## src/rtl/cluster_event_pkg.sv

```systemverilog
// Shared definitions for the per-core cluster event controller:
// register offsets, FSM state type and the lowest-set-bit encoder.
package cluster_event_pkg;

    localparam logic [31:0] EVT_MASK_OFS       = 32'h00;
    localparam logic [31:0] EVT_BUFFER_OFS     = 32'h04;
    localparam logic [31:0] EVT_BUF_MASKED_OFS = 32'h08;
    localparam logic [31:0] EVT_BUF_CLEAR_OFS  = 32'h0C;
    localparam logic [31:0] EVT_WAIT_OFS       = 32'h10;
    localparam logic [31:0] EVT_WAIT_CLR_OFS   = 32'h14;
    localparam logic [31:0] EVT_IRQ_MASK_OFS   = 32'h18;

    typedef enum logic [1:0] {ACTIVE, IDLE_WAIT, SLEEP, RESUME} evt_ctrl_state_e;

    // Index of the lowest set bit; 0 when the vector is empty.
    function automatic logic [4:0] lowest_set_bit(input logic [31:0] vec);
        logic [4:0] idx;
        idx = '0;
        for (int i = 31; i >= 0; i--) begin
            if (vec[i]) idx = i[4:0];
        end
        return idx;
    endfunction

endpackage

```

## src/rtl/cluster_event_core_ctrl.sv

```systemverilog
// Per-core event controller: sticky event buffer with software mask, a
// core-private register port and wait-for-event clock gating.
// Optional feature macro: CLUSTER_EVENT_IRQ_EN (adds IRQ mask register,
// irq_o/irq_id_o outputs, irq_ack_i input and IRQ-driven wake-up).
module cluster_event_core_ctrl
    import cluster_event_pkg::*;
#(
    parameter int unsigned NB_EVT     = 32,
    parameter int unsigned ADDR_WIDTH = 5
) (
    input  logic                  clk_i,
    input  logic                  rst_ni,
    input  logic [NB_EVT-1:0]     events_i,
    input  logic                  req_i,
    input  logic                  we_i,
    input  logic [ADDR_WIDTH-1:0] addr_i,
    input  logic [31:0]           wdata_i,
    output logic                  gnt_o,
    output logic                  rvalid_o,
    output logic [31:0]           rdata_o,
    input  logic                  core_busy_i,
`ifdef CLUSTER_EVENT_IRQ_EN
    input  logic                  irq_ack_i,
    output logic                  irq_o,
    output logic [4:0]            irq_id_o,
`endif
    output logic                  core_clk_en_o
);

    evt_ctrl_state_e   state_q, state_d;
    logic [NB_EVT-1:0] mask_q, mask_d;
    logic [NB_EVT-1:0] buf_q, buf_d;
    logic              wait_clr_q, wait_clr_d;
    logic              rvalid_q, rvalid_d;
    logic [31:0]       rdata_q, rdata_d;

    logic [31:0]       addr_w;
    logic [NB_EVT-1:0] w1c_clr, ack_clr, wait_clr, buf_pre, m;
    logic              wake;
    logic              unused_addr;

    assign addr_w      = 32'({addr_i[ADDR_WIDTH-1:2], 2'b00});
    assign unused_addr = ^addr_i[1:0];
    assign gnt_o       = req_i & (state_q == ACTIVE);
    assign w1c_clr     = (gnt_o && we_i && addr_w == EVT_BUF_CLEAR_OFS) ? wdata_i : '0;

`ifdef CLUSTER_EVENT_IRQ_EN
    logic [NB_EVT-1:0] irq_mask_q, irq_mask_d;
    logic [NB_EVT-1:0] irq_vec;

    assign irq_vec  = buf_q & irq_mask_q;
    assign irq_o    = |irq_vec;
    assign irq_id_o = lowest_set_bit(irq_vec);
    assign ack_clr  = (irq_ack_i && irq_o) ? (NB_EVT'(1) << irq_id_o) : '0;
`else
    assign ack_clr  = '0;
`endif

    // Pending mask is evaluated on the buffer as it will be after this cycle's
    // clears and sets, so an event arriving in the grant cycle is seen.
    assign buf_pre = (buf_q & ~w1c_clr & ~ack_clr) | events_i;
    assign m       = buf_pre & mask_q;

`ifdef CLUSTER_EVENT_IRQ_EN
    assign wake = (|m) | irq_o;
`else
    assign wake = |m;
`endif

    // Wake-up re-enables the clock combinationally in the same cycle.
    assign core_clk_en_o = !((state_q == SLEEP) && !wake);
    assign rvalid_o      = rvalid_q;
    assign rdata_o       = rdata_q;

    // Set wins over every clear source in the same cycle.
    assign buf_d = (buf_pre & ~wait_clr) | events_i;

    // Register decode, wait sequencing and response generation.
    always_comb begin
        state_d    = state_q;
        mask_d     = mask_q;
        wait_clr_d = wait_clr_q;
        rvalid_d   = 1'b0;
        rdata_d    = '0;
        wait_clr   = '0;
`ifdef CLUSTER_EVENT_IRQ_EN
        irq_mask_d = irq_mask_q;
`endif
        unique case (state_q)
            ACTIVE: begin
                if (gnt_o) begin
                    rvalid_d = 1'b1;
                    if (we_i) begin
                        if (addr_w == EVT_MASK_OFS) mask_d = wdata_i;
`ifdef CLUSTER_EVENT_IRQ_EN
                        if (addr_w == EVT_IRQ_MASK_OFS) irq_mask_d = wdata_i;
`endif
                    end else begin
                        case (addr_w)
                            EVT_MASK_OFS:       rdata_d = mask_q;
                            EVT_BUFFER_OFS:     rdata_d = buf_q;
                            EVT_BUF_MASKED_OFS: rdata_d = buf_q & mask_q;
                            EVT_WAIT_OFS, EVT_WAIT_CLR_OFS: begin
                                if (|m) begin
                                    rdata_d = m;
                                    if (addr_w == EVT_WAIT_CLR_OFS) wait_clr = m;
                                end else begin
                                    rvalid_d   = 1'b0;
                                    state_d    = IDLE_WAIT;
                                    wait_clr_d = (addr_w == EVT_WAIT_CLR_OFS);
                                end
                            end
`ifdef CLUSTER_EVENT_IRQ_EN
                            EVT_IRQ_MASK_OFS:   rdata_d = irq_mask_q;
`endif
                            default:            rdata_d = '0;
                        endcase
                    end
                end
            end
            IDLE_WAIT: begin
                if (wake) state_d = RESUME;
                else if (!core_busy_i) state_d = SLEEP;
            end
            SLEEP: begin
                if (wake) state_d = RESUME;
            end
            RESUME: begin
                rvalid_d   = 1'b1;
                rdata_d    = m;
                if (wait_clr_q) wait_clr = m;
                wait_clr_d = 1'b0;
                state_d    = ACTIVE;
            end
            default: state_d = ACTIVE;
        endcase
    end

    // State and register storage; reset drops any pending wait.
    always_ff @(posedge clk_i or negedge rst_ni) begin
        if (!rst_ni) begin
            state_q    <= ACTIVE;
            mask_q     <= '0;
            buf_q      <= '0;
            wait_clr_q <= 1'b0;
            rvalid_q   <= 1'b0;
            rdata_q    <= '0;
        end else begin
            state_q    <= state_d;
            mask_q     <= mask_d;
            buf_q      <= buf_d;
            wait_clr_q <= wait_clr_d;
            rvalid_q   <= rvalid_d;
            rdata_q    <= rdata_d;
        end
    end

`ifdef CLUSTER_EVENT_IRQ_EN
    // IRQ mask storage.
    always_ff @(posedge clk_i or negedge rst_ni) begin
        if (!rst_ni) irq_mask_q <= '0;
        else         irq_mask_q <= irq_mask_d;
    end
`endif

endmodule

```

## config.mk

```make
export PLATFORM = sky130hd
export DESIGN_NAME = cluster_event_core_ctrl
export DESIGN_NICKNAME = d
export VERILOG_FILES = /design/src/rtl/cluster_event_pkg.sv /design/src/rtl/cluster_event_core_ctrl.sv
export SDC_FILE = /design/constraint.sdc
export NUM_CORES = 1
export LEC_CHECK = 0
export ABC_AREA = 1
export CAP_MARGIN = 10
export CORE_ASPECT_RATIO = 0.7
export CORE_MARGIN = 3
export CORE_UTILIZATION = 34
export CTS_CLUSTER_SIZE = 10
export DETAILED_ROUTE_END_ITERATION = 8
export PLACE_DENSITY_LB_ADDON = 0.25
export SLEW_MARGIN = 20
export SYNTH_ARGS = -nofsm -noshare
export SYNTH_HDL_FRONTEND = slang
export SYNTH_SLANG_ARGS = --single-unit
export TNS_END_PERCENT = 50
```

## constraint.sdc

```tcl
create_clock -name clk_i -period 4.7 [get_ports clk_i]
set_input_delay 0.94 -clock clk_i [delete_from_list [all_inputs] [get_ports clk_i]]
set_output_delay 0.94 -clock clk_i [all_outputs]
set_load 0.01 [all_outputs]
```

# After elaboration in Yosys (flattened, before gate mapping)
# Cells that the tools add are included.
# word_totals
ff_bits	100
input_bits	74
out_inout_bits	35
wordCells	73
# op_classes
n_eq_ne	14
mux	31
bitwise_logic	9
n_reduce_logical	13
# op_table
op	n
2-to-1 mux 32 bit	10
AND 32 bit	4
one-hot mux 32 bit (2 select lines)	2
one-hot mux 32 bit (4 select lines)	1
NOT 32 bit	2
OR 32 bit	2
logical NOT 32 bit	1
OR reduction 32 bit	1
2-to-1 mux 2 bit	7
2-to-1 mux 1 bit	8
!= test 2 bit (second input constant)	4
one-hot mux 2 bit (4 select lines)	1
equality test 3 x 2 -> 1 bit (second input constant)	2
equality test 3 bit (second input constant)	2
AND reduction 6 bit	1
AND reduction 5 bit	1
equality test 2 bit (second input constant)	2
one-hot mux 1 bit (2 select lines)	2
AND reduction 4 bit	1
equality test 3 x 1 -> 1 bit (second input constant)	1
logical AND 1 bit	3
!= test 3 bit (second input constant)	1
equality test 2 x 1 -> 1 bit (second input constant)	1
logical NOT 1 bit	2
5 further kinds	5

# Longest topological paths before layout
# Gate-level depths: netlist of the first run.
# logic_depth
ltp_word	18
depth_mapped	19
ltp_nobuf	18

# Worst setup path after synthesis of the first run
# No wires, ideal clock.
# synth_timing
kind	input to output
startpoint	input addr_i[3]
endpoint	output core_clk_en_o
t_arrival_ns	2.113
required_ns	3.760
slack_ns	1.647
path_stages	13
path_buffers	2
cell_sequence	nand2_1 > nor2_2 > buf_6 > buf_6 > nand3_1 > nand2_1 > nand2_1 > nand2_1 > nand2_1 > nor2_1 > nand2_1 > nor2_4 > nand3_1
# synth_via
elab_chain_len	11
# synth_rtl
item	line_no	text
start, declared	cluster_event_core_ctrl.sv:16	input logic [ADDR_WIDTH-1:0] addr_i,
equality test 3 x 2 -> 1 bit	cluster_event_core_ctrl.sv:45	assign w1c_clr = (gnt_o && we_i && addr_w == EVT_BUF_CLEAR_OFS) ? wdata_i : '0;
logical AND 1 bit	cluster_event_core_ctrl.sv:45	
2-to-1 mux 32 bit	cluster_event_core_ctrl.sv:45	
NOT 32 bit	cluster_event_core_ctrl.sv:61	assign buf_pre = (buf_q & ~w1c_clr & ~ack_clr) | events_i;
AND 32 bit	cluster_event_core_ctrl.sv:61	
OR 32 bit	cluster_event_core_ctrl.sv:61	
AND 32 bit	cluster_event_core_ctrl.sv:62	assign m = buf_pre & mask_q;
OR reduction 32 bit	cluster_event_core_ctrl.sv:67	assign wake = |m;
logical NOT 1 bit	cluster_event_core_ctrl.sv:71	assign core_clk_en_o = !((state_q == SLEEP) && !wake);
logical AND 1 bit	cluster_event_core_ctrl.sv:71	
logical NOT 1 bit	cluster_event_core_ctrl.sv:71	
end, declared	cluster_event_core_ctrl.sv:27	output logic core_clk_en_o
# Every way passes these cells.

# Worst setup path in the final report of the first run
# layout_timing
startpoint	input addr_i[2]
endpoint	output core_clk_en_o
# Same word-level chain as after synthesis.

==> impl_metrics.env, run 1 <==
export IMPL_outcome="finished, final reports clean"
export IMPL_track_usage_pct=20.02
export IMPL_avgRoutedWirePerCell_um=17.17
export IMPL_tightestPinTransition_ns=1.153
export IMPL_clock_sinks=100
export IMPL_htree_levels=3
export IMPL_synth_top_cell_by_area="dfrtp_1"
export IMPL_path_cells="clkdlybuf4s50_1 > nand2_1 > nor2_4 > buf_12 > clkbuf_16 > nand3_1 > nand2_1 > nand2_1 > nand2_1 > nand2_1 > nor2_1 > nand2_1 > nor2_4 > nand3_1 > dlymetal6s2s_1"
export IMPL_coreArea_um2=16400
export IMPL_cts_reportedPaths_clkPinSlew_ns=0.07
export IMPL_wl_met1_um=8787
export IMPL_cts_path_max_buffers=2
export IMPL_drt_total_wl_um=18470
export IMPL_num_vias=5680
export IMPL_startpoint_type="input port"
export IMPL_fillers=1671
export IMPL_synth_area_leaders="dfrtp_1 (44%), nand2_1 (15%), nand3_1 (5.8%)"
export IMPL_numCtsBuffers=9
export IMPL_crit_top_cell="nand2_1"
export IMPL_crit_type="input port to primary output"
export IMPL_ys_seq_area_share_pct=43.69
export IMPL_postRouteAntennaNets=0
export IMPL_place_inst=1057
export IMPL_antenna_found_initial=0
export IMPL_io_pins=109
export IMPL_met2_length_um=7913
export IMPL_synth_fp_nets=831
export IMPL_reg2regPathDepth=17
export IMPL_cp_top_family="simple AND/OR/NAND/NOR gates"
export IMPL_multi_input_area_um2=2750
export IMPL_synth_ff_type="dfrtp_1"
export IMPL_port_buffers=106
export IMPL_hold_path_end="wait_clr_q$_DFFE_PN0P_"
export IMPL_whs_path_depth=2
export IMPL_r2r_start="state_q[1]$_DFFE_PN0P_"
export IMPL_yosys_warnings=0
export IMPL_cts_tree="built"
export IMPL_yosysMostFrequentCell="nand2_1"
export IMPL_cp_max_fo=14
export IMPL_finalWorstSetupSlack_ns=0.5545
export IMPL_slowest_stage="clkdlybuf4s50_1"
export IMPL_fin_nets=926
export IMPL_power_leakage_nw=3.378
export IMPL_r2r_end="rvalid_o$_DFF_PN0_"
export IMPL_holdWs_ns=0.5401
export IMPL_drt_iter0_drc=468
export IMPL_yosysUniqueCellTypes=28
export IMPL_cp_end_kind="primary output"
export IMPL_grt_pass1_vias=5393
export IMPL_hold_violations=0
export IMPL_die_h_um=114.6
export IMPL_synth_seq_cells=100
export IMPL_chipWidth_um=161.1
export IMPL_netlist_instances=752
export IMPL_tns_ns=0
export IMPL_drv_cap=0
export IMPL_worstHoldStart="wait_clr_q$_DFFE_PN0P_"
export IMPL_drt_vias_per_instance=5.279
export IMPL_async_flop_share_pct=100.0
export IMPL_yosysTopAreaCellShare_pct=43.69
export IMPL_wl_met3_um=1637
export IMPL_drive_gt1_share_pct=7.991
export IMPL_power_density_nw_per_um2=415.6
export IMPL_synthesis_area_um2=5728
export IMPL_final_cells=1076
export IMPL_peakVddDrop_mv=0.2475
export IMPL_cp_num_buf_inv=4
export IMPL_postSynthAreaPerCell_um2=7.617
export IMPL_grt_max_degree=38
export IMPL_hpwl_um=11800
export IMPL_synth_common_cells="nand2_1 (227), dfrtp_1 (100), inv_1 (82)"
export IMPL_finalCritPeriodShare_pct=88.20
export IMPL_seqCellArea_um2=2502
export IMPL_rows=39
export IMPL_slew_violations=0
export IMPL_max_stage_delay_ns=0.53
export IMPL_num_antenna_cells=0
export IMPL_drc=0
export IMPL_skew_ns=0.004429
export IMPL_cp_data_arrival_time_ns=3.21
export IMPL_hold_path_class="register to register"
export IMPL_rrSetupSlack_ns=1.78
export IMPL_die_area_um2=18470
export IMPL_fmax_ghz=0.2412
export IMPL_initial_core_util_pct=34.94
export IMPL_dr_pass1_iters=7
export IMPL_cp_required_ns=3.76
export IMPL_overflow=0
export IMPL_pre_cts_ws_ns=0.2484
export IMPL_rsz0062_at_grt="false"
export IMPL_cts_root_buf="clkbuf_16"
export IMPL_area_growth_synth_to_final_pct=28.79
export IMPL_grt_pass1_wl_um=29270
export IMPL_final_setup_viol_count=0
export IMPL_slew_headroom_pct=23.13
export IMPL_clock_latency_ns=0.34
export IMPL_gp_congestion=0.8529
export IMPL_fin_crit_ns=4.146
export IMPL_total_power_mw=3.066
export IMPL_highest_layer="met4"
export IMPL_synth_enable_flop_cells=0
export IMPL_postCtsHoldBufs=0
state kept, by name, indices dropped and copies added, names as in the netlist:
signal and flops:
buf_q 32, state_q 2, wait_clr_q 1, mask_q 32, rdata_o 32, rvalid_o 1
through the flow:
stage / utilization (%) / cell area [um^2]
4_1_cts: 44.58 / 7310
2_1_floorplan: - / 5728
3_5_place_dp: 43.04 / 7057
3_3_place_gp: 43.04 / 7057
6_report: 44.99 / 7377
5_1_grt: 44.99 / 7377
worst max path at each step:
stage	startpoint	end	slack, ns	cells after the start
after global placement	we_i	core_clk_en_o	0.25	14
final	addr_i[2]	core_clk_en_o	0.55	15
after CTS	we_i	core_clk_en_o	0.24	14
after detailed placement	we_i	core_clk_en_o	0.25	14
after floorplan	addr_i[3]	core_clk_en_o	1.65	13
after global routing	addr_i[2]	core_clk_en_o	0.31	15
cell usage in the layout (no fill, tap or decap), drive strengths merged:
cell           instances
a21oi                 33
a31oi                 32
buf                   19
clkbuf                14
clkdlybuf4s50        104
clkinv                 4
clkinvlp               1
dfrtp                100
dlymetal6s2s           1
ha                     5
inv                   82
mux2                  28
nand2                228
nand3                 66
nand4                  1
nor2                  50
nor3                   3
o211ai                 2
o21a                   1
o21ai                 11
o221ai                31
o22ai                 33
o31ai                  1
or2                    1
cell families after synthesis:
logic type / share of synthesized area [%]
simple gates: 24.86
compound gates: 16.21
buf+inv: 8.650
flops: 43.69
mux: 5.505
fa+ha+maj: 1.092
layout make-up:
cell class / count / share of cell area, %
Multi-Input combinational cell: 526 / 37.28
Sequential cell: 100 / 33.92
Timing Repair Buffer: 125 / 17.23
Inverter: 85 / 4.325
Tap cell: 225 / 3.816
Clock buffer: 13 / 3.256
Clock inverter: 2 / 0.1696
worst register-to-register path, cell delays in order (launching register included):
cell	delay [ns]
dfrtp_1	0.43
inv_1	0.14
ha_1	0.30
nand2_1	0.14
nor2_2	0.15
buf_12	0.23
nand3_1	0.12
nand2_1	0.07
nand2_1	0.07
nand2_1	0.11
nand2_1	0.08
nor2_1	0.17
nand2_1	0.14
nor2_4	0.17
buf_4	0.14
nand2_1	0.08
o21ai_1	0.16
a21oi_1	0.09
where the power goes:
part	leakage [nW]	switching [mW]	internal [mW]
sequential	1.18	0.153	1.04
combinational	2.08	0.761	0.437
clock	0.120	0.317	0.357
total	3.38	1.23	1.84
layer usage:
layer | up-vias | global-route usage [%]
li1 | 2728 | -
met1 | 2649 | 29.85
met2 | 288 | 29.82
met3 | 15 | 4.194
met4 | 0 | 4.642
met5 | - | 0
repair_timing:
action                     CTS  global route
setup buffers                0             3
resized for setup            0             2
setup endpoints to repair    0             1
Power figures use the tool's default switching activity.
==> inputs of run 2 (changes only) <==
CORE_MARGIN = 2   (was 3)
CTS_CLUSTER_SIZE = not set   (was 10)
==> run 2 against run 1 <==
  * Register-to-register slack hardly changed
  * Sequential power hardly changed
  * Routed wire length is 0.47% lower
  * Maximum frequency is 7.7% lower
  * Global-route usage is 0.64 points higher
  * Cell count is 0.28% lower
  * Critical path depth is 1 lower
  * Clock skew is 0.0037 ns higher
  * Clock power is 5.3% higher
  * Hold slack hardly changed
  * Largest cell class unchanged
  * Highest routed layer unchanged
==> impl_metrics.env, run 2 (synthesized netlist as in run 1, its figures left out) <==
export IMPL_clock_sinks=100
export IMPL_fmax_ghz=0.2227
export IMPL_fin_crit_ns=4.490
export IMPL_final_util_pct=44.77
export IMPL_path_cells="clkdlybuf4s50_1 > clkinv_1 > nor2_4 > buf_12 > nand3_1 > nand2_1 > nand2_1 > nand2_1 > nand2_1 > nor2_1 > nand2_1 > nor2_4 > nand3_1 > clkdlybuf4s50_1"
export IMPL_finalCritPeriodShare_pct=95.53
export IMPL_slew_headroom_pct=40.92
export IMPL_finish_instance_area_um2=7341
export IMPL_r2r_start="state_q[0]$_DFFE_PN0P_"
export IMPL_slowest_stage="clkdlybuf4s50_1"
export IMPL_cp_max_fo=15
export IMPL_skew_ns=0.008147
export IMPL_whs_path_depth=2
export IMPL_num_antenna_cells=0
export IMPL_outcome="finished, final reports clean"
export IMPL_cts_path_max_buffers=2
export IMPL_dr_pass1_iters=5
export IMPL_startpoint_type="input port"
export IMPL_place_inst=1056
export IMPL_cts_reportedPaths_clkPinSlew_ns=0.07
export IMPL_cp_required_ns=3.76
export IMPL_fin_nets=922
export IMPL_worstHoldStart="wait_clr_q$_DFFE_PN0P_"
export IMPL_hold_path_end="wait_clr_q$_DFFE_PN0P_"
export IMPL_tightestPinTransition_ns=0.8862
export IMPL_antenna_found_initial=0
export IMPL_coreArea_um2=16400
export IMPL_cts_root_buf="clkbuf_16"
export IMPL_clock_latency_ns=0.35
export IMPL_postCtsHoldBufs=0
export IMPL_rows=39
export IMPL_area_growth_synth_to_final_pct=28.16
export IMPL_initial_core_util_pct=34.94
export IMPL_reg2regPathDepth=16
export IMPL_r2r_end="rvalid_o$_DFF_PN0_"
export IMPL_slew_violations=0
export IMPL_crit_type="input port to primary output"
export IMPL_max_stage_delay_ns=0.54
export IMPL_grt_pass1_vias=5491
export IMPL_tns_ns=0
export IMPL_hpwl_um=11470
export IMPL_power_leakage_nw=3.365
export IMPL_final_setup_viol_count=0
export IMPL_die_area_um2=17920
export IMPL_crit_top_cell="nand2_1"
export IMPL_peakVddDrop_mv=0.2660
export IMPL_track_usage_pct=20.67
export IMPL_final_common_cell="nand2_1"
export IMPL_overflow=0
export IMPL_total_power_mw=3.101
export IMPL_grt_max_degree=79
export IMPL_drc=0
export IMPL_holdWs_ns=0.5402
export IMPL_cp_data_arrival_time_ns=3.55
export IMPL_drt_iter0_drc=431
export IMPL_numCtsBuffers=9
export IMPL_htree_levels=3
export IMPL_place_area_um2=7037
export IMPL_final_cells=1073
export IMPL_chipWidth_um=159.1
export IMPL_hold_path_class="register to register"
export IMPL_gp_congestion=0.8311
export IMPL_num_vias=5662
export IMPL_layout_common_cells="nand2_1 (227), clkdlybuf4s50_1 (105), dfrtp_1 (100)"
export IMPL_drt_total_wl_um=18390
export IMPL_finalWorstSetupSlack_ns=0.2099
export IMPL_drive_gt1_share_pct=8.019
export IMPL_rsz0062_at_grt="false"
export IMPL_rrSetupSlack_ns=1.79
export IMPL_drv_cap=0
export IMPL_drt_vias_per_instance=5.277
export IMPL_pre_cts_ws_ns=0.2084
export IMPL_power_density_nw_per_um2=422.4
export IMPL_die_h_um=112.6
export IMPL_grt_pass1_wl_um=29300
export IMPL_cts_tree="built"
export IMPL_avgRoutedWirePerCell_um=17.14
export IMPL_port_buffers=106
export IMPL_hold_violations=0
export IMPL_post_cts_setup_buffer_count=0
export IMPL_cp_end_kind="primary output"
export IMPL_io_pins=109
export IMPL_postRouteAntennaNets=0
==> run 2: changes by cell type in the layout (fill, tap and decap cells not counted) <==
| cell | previous run | this run |
|---|---|---|
| clkbuf_1 | 4 | 1 |
| buf_4 | 15 | 12 |
| clkdlybuf4s50_1 | 104 | 105 |
| buf_12 | 4 | 2 |
| dlymetal6s2s_1 | 1 | 0 |
| clkinv_2 | 1 | 4 |
| buf_6 | 0 | 1 |
| clkbuf_8 | 0 | 1 |
==> run 2: cell type report <==
class	instances	area, um^2
Tap cell	225	281.5
Clock inverter	5	27.53
Inverter	85	319.1
Multi-Input combinational cell	526	2750
Fill cell	1658	9055
Timing Repair Buffer	121	1217
Sequential cell	100	2502
Clock buffer	11	242.7
==> run 2: worst max-delay path by stage <==
| stage | cells past startpoint | start | end | slack [ns] |
|---|---|---|---|---|
| after global placement | 14 | we_i | core_clk_en_o | 0.24 |
| after detailed placement | 14 | we_i | core_clk_en_o | 0.21 |
| final | 14 | we_i | core_clk_en_o | 0.21 |
| after floorplan | 13 | addr_i[3] | core_clk_en_o | 1.65 |
| after global routing | 14 | req_i | core_clk_en_o | 0.03 |
| after CTS | 14 | we_i | core_clk_en_o | 0.20 |
==> run 2: worst max-delay path: cells and delay by family <==
family	cells	cell delay (ns)
buf+inv	4	1.35
simple gates	10	1.25
==> run 2: repair_timing <==
action / in CTS / in global routing
resized for setup: 0 / 1
endpoints found under the setup margin: 0 / 1
hold endpoints to repair: 0 / 0
==> run 2: layer usage <==
layer,vias up,share of wire [%],global-route usage (%)
met4,0,1.4,4.485
met2,247,43,30.78
li1,2723,-,-
met3,25,8.4,5.248
met1,2667,47,30.28
met5,-,0,0
==> run 2: power breakdown <==
part / leakage (nW) / internal [mW] / switching, mW
sequential: 1.18 / 1.04 / 0.153
combinational: 2.05 / 0.439 / 0.759
clock: 0.135 / 0.371 / 0.339
total: 3.36 / 1.85 / 1.25
